File: config.mk
export PLATFORM = sky130hd
export DESIGN_NAME = partial_key_loader
export DESIGN_NICKNAME = d
export VERILOG_FILES = /design/src/rtl/partial_key_loader.sv
export SDC_FILE = /design/constraint.sdc
export NUM_CORES = 1
export LEC_CHECK = 0
export CAP_MARGIN = 20
export CORE_UTILIZATION = 28
export CTS_CLUSTER_SIZE = 8
export DETAILED_ROUTE_END_ITERATION = 10
export GPL_TIMING_DRIVEN = 1
export PLACE_DENSITY = 0.53
export SLEW_MARGIN = 25
export SYNTH_ARGS = -nofsm -noshare
export SYNTH_HDL_FRONTEND = slang
export SYNTH_SLANG_ARGS = --single-unit
export TNS_END_PERCENT = 20
File: constraint.sdc
create_clock -name clk -period 6.6 [get_ports clk]
set_input_delay 0.66 -clock clk [delete_from_list [all_inputs] [get_ports clk]]
set_output_delay 0.66 -clock clk [all_outputs]
set_load 0.01 [all_outputs]
File: src/rtl/partial_key_loader.sv
`default_nettype none
// ============================================================================
//  Module      : partial_key_loader
//  Description : Serial key-delivery stage for an XOR-locked multiplier
//                netlist. Known key bits and a known/unknown mask arrive
//                MSB-first. On commit, every unknown position is filled
//                (from an internal LFSR when enabled, otherwise with 0).
//                The assembled key is then held stable on keyinput_o.
//                In READY, refill_i redraws only the unknown bits.
//
//  Build macro : PARTIAL_KEY_LFSR_EN
//                defined   -> LFSR fill and refill_i functional
//                undefined -> unknown bits are 0, refill_i ignored
//
//  Ports       : clk, rst            clock, synchronous active-high reset
//                shift_valid_i       qualifies key_bit_i / mask_bit_i
//                key_bit_i           serial key bit (MSB-first)
//                mask_bit_i          1 = known bit, 0 = fill
//                commit_i            assemble the key from the shadows
//                refill_i            redraw unknown bits while READY
//                keyinput_o          key to the locked netlist
//                key_ready_o         keyinput_o valid and stable
//                busy_o              high in SHIFT or FILL
//                error_o             sticky protocol error
//                known_cnt_o         number of known bits in committed key
//
//  Revision    : 1.0 - initial release
// ============================================================================
module partial_key_loader #(
    parameter int                KEY_W     = 64,
    parameter logic [KEY_W-1:0]  LFSR_SEED = 64'hACE1_5EED_1234_9876,
    parameter logic [KEY_W-1:0]  LFSR_POLY = 64'hD800_0000_0000_0000
) (
    input  logic              clk,
    input  logic              rst,
    input  logic              shift_valid_i,
    input  logic              key_bit_i,
    input  logic              mask_bit_i,
    input  logic              commit_i,
    input  logic              refill_i,
    output logic [KEY_W-1:0]  keyinput_o,
    output logic              key_ready_o,
    output logic              busy_o,
    output logic              error_o,
    output logic [6:0]        known_cnt_o
);

    typedef enum logic [1:0] {
        S_IDLE  = 2'd0,
        S_SHIFT = 2'd1,
        S_FILL  = 2'd2,
        S_READY = 2'd3
    } state_t;

    localparam logic [6:0] c_full_cnt = 7'(KEY_W);

    state_t            r_state, w_state_nxt;
    logic [KEY_W-1:0]  r_shadow_key, w_shadow_key_nxt;
    logic [KEY_W-1:0]  r_shadow_mask, w_shadow_mask_nxt;
    logic [6:0]        r_cnt, w_cnt_nxt;
    logic [KEY_W-1:0]  r_key, w_key_nxt;
    logic              r_key_ready, w_key_ready_nxt;
    logic              r_error, w_error_nxt;
    logic [6:0]        r_known_cnt, w_known_cnt_nxt;
    logic              w_accept;
    logic              w_lfsr_adv;
    logic              w_refill_req;
    logic [KEY_W-1:0]  w_fill_word;

    function automatic logic [6:0] popcount(input logic [KEY_W-1:0] v);
        logic [6:0] n;
        n = '0;
        for (int i = 0; i < KEY_W; i++) begin
            n = n + {6'd0, v[i]};
        end
        return n;
    endfunction

`ifdef PARTIAL_KEY_LFSR_EN
    // An all-zero seed would lock the LFSR, so it is replaced by 1.
    localparam logic [KEY_W-1:0] c_lfsr_init =
        (LFSR_SEED == '0) ? KEY_W'(1) : LFSR_SEED;

    logic [KEY_W-1:0] r_lfsr;

    assign w_fill_word  = r_lfsr;
    assign w_refill_req = refill_i;

    // Galois right-shift LFSR; only steps on FILL and on an accepted refill.
    always_ff @(posedge clk) begin
        if (rst) begin
            r_lfsr <= c_lfsr_init;
        end else if (w_lfsr_adv) begin
            r_lfsr <= (r_lfsr >> 1) ^ (r_lfsr[0] ? LFSR_POLY : '0);
        end
    end
`else
    assign w_fill_word  = '0;
    assign w_refill_req = 1'b0;

    logic w_unused_cfg;
    assign w_unused_cfg = ^{LFSR_SEED, LFSR_POLY, refill_i, w_lfsr_adv};
`endif

    always_comb begin
        w_state_nxt       = r_state;
        w_cnt_nxt         = r_cnt;
        w_key_nxt         = r_key;
        w_key_ready_nxt   = 1'b0;
        w_error_nxt       = r_error;
        w_known_cnt_nxt   = r_known_cnt;
        w_accept          = 1'b0;
        w_lfsr_adv        = 1'b0;

        case (r_state)
            S_IDLE: begin
                if (shift_valid_i) begin
                    w_accept    = 1'b1;
                    w_cnt_nxt   = 7'd1;
                    w_state_nxt = S_SHIFT;
                end
                if (commit_i) begin
                    w_error_nxt = 1'b1;
                end
            end
            S_SHIFT: begin
                // Commit takes priority over a same-cycle shift; the bit is dropped.
                if (commit_i) begin
                    if (r_cnt == c_full_cnt) begin
                        w_state_nxt = S_FILL;
                    end else begin
                        w_error_nxt = 1'b1;
                        w_cnt_nxt   = '0;
                        w_state_nxt = S_IDLE;
                    end
                end else if (shift_valid_i) begin
                    if (r_cnt == c_full_cnt) begin
                        w_error_nxt = 1'b1;
                    end else begin
                        w_accept  = 1'b1;
                        w_cnt_nxt = r_cnt + 7'd1;
                    end
                end
            end
            S_FILL: begin
                w_key_nxt       = (r_shadow_key & r_shadow_mask) |
                                  (w_fill_word & ~r_shadow_mask);
                w_known_cnt_nxt = popcount(r_shadow_mask);
                w_lfsr_adv      = 1'b1;
                w_state_nxt     = S_READY;
            end
            S_READY: begin
                // A new load wins over a same-cycle refill; keyinput_o keeps
                // its old value until the next FILL.
                if (shift_valid_i) begin
                    w_accept    = 1'b1;
                    w_cnt_nxt   = 7'd1;
                    w_state_nxt = S_SHIFT;
                end else if (w_refill_req) begin
                    w_key_nxt  = (r_key & r_shadow_mask) |
                                 (w_fill_word & ~r_shadow_mask);
                    w_lfsr_adv = 1'b1;
                end else begin
                    w_key_ready_nxt = 1'b1;
                end
            end
            default: begin
                w_state_nxt = S_IDLE;
            end
        endcase

        w_shadow_key_nxt  = r_shadow_key;
        w_shadow_mask_nxt = r_shadow_mask;
        if (w_accept) begin
            w_shadow_key_nxt  = {r_shadow_key[KEY_W-2:0], key_bit_i};
            w_shadow_mask_nxt = {r_shadow_mask[KEY_W-2:0], mask_bit_i};
        end
    end

    always_ff @(posedge clk) begin
        if (rst) begin
            r_state       <= S_IDLE;
            r_shadow_key  <= '0;
            r_shadow_mask <= '0;
            r_cnt         <= '0;
            r_key         <= '0;
            r_key_ready   <= 1'b0;
            r_error       <= 1'b0;
            r_known_cnt   <= '0;
        end else begin
            r_state       <= w_state_nxt;
            r_shadow_key  <= w_shadow_key_nxt;
            r_shadow_mask <= w_shadow_mask_nxt;
            r_cnt         <= w_cnt_nxt;
            r_key         <= w_key_nxt;
            r_key_ready   <= w_key_ready_nxt;
            r_error       <= w_error_nxt;
            r_known_cnt   <= w_known_cnt_nxt;
        end
    end

    assign keyinput_o  = r_key;
    assign key_ready_o = r_key_ready;
    assign error_o     = r_error;
    assign known_cnt_o = r_known_cnt;
    assign busy_o      = (r_state == S_SHIFT) || (r_state == S_FILL);

endmodule
`default_nettype wire

### Yosys cells after proc, flatten, opt, wreduce, memory -nomap -nowiden

Cells that the tools add are included.

| operators by class | value |
|---|---|
| add/sub/neg operators | 64 |
| equal/unequal tests | 11 |
| mux-type cells | 22 |
| bitwise logic cells | 2 |
| reductions and logical operators | 9 |

Operators with widths:

| kind | number |
|---|---|
| 7-bit by 1-bit adder with 7-bit output | 57 |
| 64-bit bitwise AND | 1 |
| 7-bit 2-to-1 mux | 5 |
| 7-bit one-hot mux with 2 select lines | 1 |
| 1-bit 2-to-1 mux | 10 |
| 3-bit inequality test (second input constant) | 3 |
| 6-bit by 1-bit adder with 7-bit output | 1 |
| 7-bit by 1-bit adder with 7-bit output (second input constant) | 1 |
| 7-bit == test (second input constant) | 1 |
| 5-bit by 1-bit adder with 6-bit output | 1 |
| 2-bit 2-to-1 mux | 3 |
| 2-bit inequality test (second input constant) | 3 |
| 2-bit one-hot mux with 3 select lines | 1 |
| 4-bit by 1-bit adder with 5-bit output | 1 |
| 5-bit AND reduction | 1 |
| 3-bit by 1-bit adder with 4-bit output | 1 |
| 2-bit == test (second input constant) | 2 |
| 1-bit one-hot mux with 2 select lines | 2 |
| 4-bit AND reduction | 1 |
| 2-bit nonzero test | 2 |
| 2-bit OR reduction | 2 |
| 2-bit by 1-bit adder with 3-bit output | 1 |
| 1-bit by 1-bit adder with 2-bit output | 1 |
| 2-bit by 1-bit == test with 1-bit output (second input constant) | 1 |
| other kinds (5) | 5 |

| storage, ports and cells | value |
|---|---|
| flip-flop bits (word level) | 210 |
| bits of input ports | 7 |

### Longest topological paths before layout

| depth | value |
|---|---|
| depth in word-level cells | 63 |
| gate-level depth with buffers | 19 |
| gate-level depth less buffers | 19 |

### Worst setup path after synthesis

No wires, ideal clock.

| timing path | value |
|---|---|
| path kind | register -> register |
| start point | register r_shadow_mask[35] |
| end point | register r_known_cnt[4], in the netlist known_cnt_o[4] |
| setup time | 0.130 ns |
| arrival | 5.638 ns |
| data required time | 6.470 ns |
| path slack | 0.832 ns |
| cell stages (with the launch flop) | 20 |
| path buffers | 0 |
| period minus slack after synthesis | 5.768 ns |
| path through | dfxtp_1 > inv_1 > fa_1 > inv_1 > fa_1 > fa_1 > inv_1 > fa_1 > inv_1 > fa_1 > fa_1 > fa_1 > inv_1 > fa_1 > inv_1 > fa_1 > a21o_1 > a21oi_1 > xnor2_1 > o22ai_1 |

| between the ends | value |
|---|---|
| word-level cells in the longest chain between the ends | 29 |

RTL lines:

| what | line | RTL |
|---|---|---|
| start, declared | 59 | `logic [KEY_W-1:0] r_shadow_mask, w_shadow_mask_nxt;` |
| start signal, assigned | 193 | `r_shadow_mask <= w_shadow_mask_nxt;` |
| 7-bit by 1-bit adder with 7-bit output (29 in series) | 74 | `n = n + {6'd0, v[i]};` |
| end signal, assigned | 198 | `r_known_cnt <= w_known_cnt_nxt;` |
| end, declared | 64 | `logic [6:0] r_known_cnt, w_known_cnt_nxt;` |

Every way passes these cells.
A chain may end at the register's enable or synchronous reset.

### Final worst setup path

Ends and elaborated chain as after synthesis.

==> flow_metrics.tcl <==
set metrics [dict create \
    slew_headroom 0.3646 \
    criticalPathCategory "reg2reg" \
    ys_top_cells_by_area "dfxtp_1, mux2i_1, fa_1" \
    maxCapViolations 0 \
    crit_arrival_ns 6.41 \
    via_per_inst 4.431 \
    grt_overflow 0 \
    yosysSeqAreaShare 0.4463 \
    grt_first_pass_wirelength_um 33110 \
    required_ns 6.98 \
    grt_max_degree 79 \
    die_w_um 185.4 \
    cts-root-buf "clkbuf_16" \
    drc 0 \
    ys_ff_latch 210 \
    hp-class "reg2reg" \
    globalplace.congestion 0.7292 \
    setup_violations 0 \
    rows 66 \
    min_period_ns 6.030 \
    power_mw 3.203 \
    async_reset_ff_frac 0 \
    vdd_drop_max_v 0.0001725 \
    synth_top_area_cell "dfxtp_1" \
    p_leak_nw 4.288 \
    cts_buffers 30 \
    vias 6589 \
    n_antenna_cell 0 \
    cts_tree "done" \
    antenna_found_initial 0 \
    synth_flop_cell "dfxtp_1" \
    setup_ws_ns 0.5701 \
    period_share 0.9136 \
    nets 1128 \
    clkTransAtPathRegs_ns 0.05 \
    critPathLaunchType "flop" \
    clock_sinks 210 \
    gr-max-usage-layer "met2" \
    fillers 3389 \
    die_area_um2 34380 \
    timing.setup.tns_ns 0 \
    fin_skew_ns 0.01471 \
    worst_skew_pair.late_latency_ns 0.53 \
    grt_pass1_vias 6709 \
    syn-cell-area_um2 9420 \
    layout.cells.non_filler 1487 \
    wl_per_cell_um 13.10 \
    synth_commonest_cells "dfxtp_1, nand2_1, mux2i_1, inv_1, a21oi_1" \
    critPathMaxFanout 3 \
    endpoint_kind "flop" \
    power_per_cell_area_nw_per_um2 282.3 \
    dp_slack_ns 0.5453 \
    grt_util_met3 0.02792 \
    hpwlAfterDp_um 13680 \
    firstDrtPassIters 4 \
    rsz0062_at_grt "false" \
    synth_most_common_cell "dfxtp_1" \
    cts.htree.levels 1 \
    yosysWarnings 0 \
    die_y_um 185.4 \
    synth_cell_types 39 \
    outcome "finished clean" \
    ios 81 \
    io_buffers 79 \
    wl_um 19480 \
    hold_viol_final 0 \
    synth_edf_count 0 \
    cts-resized-gates 0 \
    area_growth_pct 20.45 \
    dr.first_iter.drc_count 252 \
    hold_buffers 0 \
    synth_top_area_frac 0.4463 \
    synth_fp_nets 1066 \
    use_met2 0.2006 \
    grt_use_met1 0.1480 \
    fin_area_um2 11350 \
    r2r_setup_slack_ns 0.57 \
    avgSynthCellArea_um2 9.583 \
    slew_violations 0 \
    drive_gt1_frac 0.04402 \
    clock_path_buffers 3 \
    post_cts_buffers 0 \
    grt_use_total 0.1177 \
    dpl_cell_area_um2 10560 \
    initial_core_util 0.2873 \
    syn_inst 983 \
    core_area_um2 32780 \
    place_inst 1455 \
    drtAntennaViolNets 0 \
    max_clock_freq_mhz 165.8 \
    tightest_slew_ns 0.9532 \
]
==> final cells by class <==
cell class,count,area [um2],area share
clock buffer,31,775.7,0.06836
clock inverter,1,8.758,0.0007719
inverter,104,391.6,0.03451
multi-input combinational,614,4583,0.4039
sequential,210,4204,0.3705
tap,442,553.0,0.04874
timing repair buffer,85,830.8,0.07322
==> state kept, by name, summed over array words and instances (netlist names) <==
name,flops
r_shadow_mask,64
r_shadow_key,64
r_state,2
error_o,1
key_ready_o,1
r_cnt,7
known_cnt_o,7
keyinput_o,64
==> routing by layer <==
metal / wire [um] / part of all wire
met1: 8882 / 0.46
met2: 9382 / 0.48
met3: 965 / 0.050
met4: 253 / 0.013
met5: 0 / 0
==> logic make-up after synthesis <==
kind of cell / share of synthesized area
xor+xnor: 0.002790
simple gates: 0.1359
fa+ha+maj: 0.1440
compound gates: 0.06256
mux: 0.1392
buf+inv: 0.06933
flops: 0.4463
==> placed cells by master (no fill, tap or decap), types with 3 or more instances in the layout <==
cell type	n
o31ai_1	5
nand3_1	68
buf_4	6
nor3_1	3
fa_1	54
dfxtp_1	210
nor2_1	12
a21oi_1	75
ha_1	21
inv_1	102
a211oi_1	5
or4_1	6
o22ai_1	3
nand2_1	199
clkdlybuf4s50_1	78
o21ai_0	4
mux2i_1	131
clkbuf_16	31
==> stage by stage <==
stage	hold WS (ns)	util
floorplan	0.4387	-
global placement	0.4411	0.3220
detailed placement	0.4439	0.3222
CTS	0.4512	0.3461
global route	0.4736	0.3461
finish	0.4484	0.3461
==> critical path, stage by stage, from the launching register on <==
cell	delay, ns
dfxtp_1	0.36
inv_1	0.07
fa_1	0.54
inv_1	0.06
fa_1	0.42
fa_1	0.55
inv_1	0.05
fa_1	0.53
inv_1	0.05
fa_1	0.52
fa_1	0.44
fa_1	0.55
inv_1	0.06
fa_1	0.53
inv_1	0.07
fa_1	0.46
a21o_1	0.18
a21oi_1	0.22
xnor2_1	0.15
o22ai_1	0.10
==> final timing paths <==
path / from / to / cells past startpoint
min reg2reg: keyinput_o[63] / keyinput_o[63] / 2
min: keyinput_o[63] / keyinput_o[63] / 2
max: r_shadow_mask[35] / known_cnt_o[4] / 19
max reg2reg: r_shadow_mask[35] / known_cnt_o[4] / 19
==> report_power, final <==
part / switching [mW] / internal [mW] / total (mW)
clock: 0.502 / 0.812 / 1.31
combinational: 0.357 / 0.226 / 0.583
sequential: 0.0156 / 1.29 / 1.31
(Power assumes the default switching activity.)
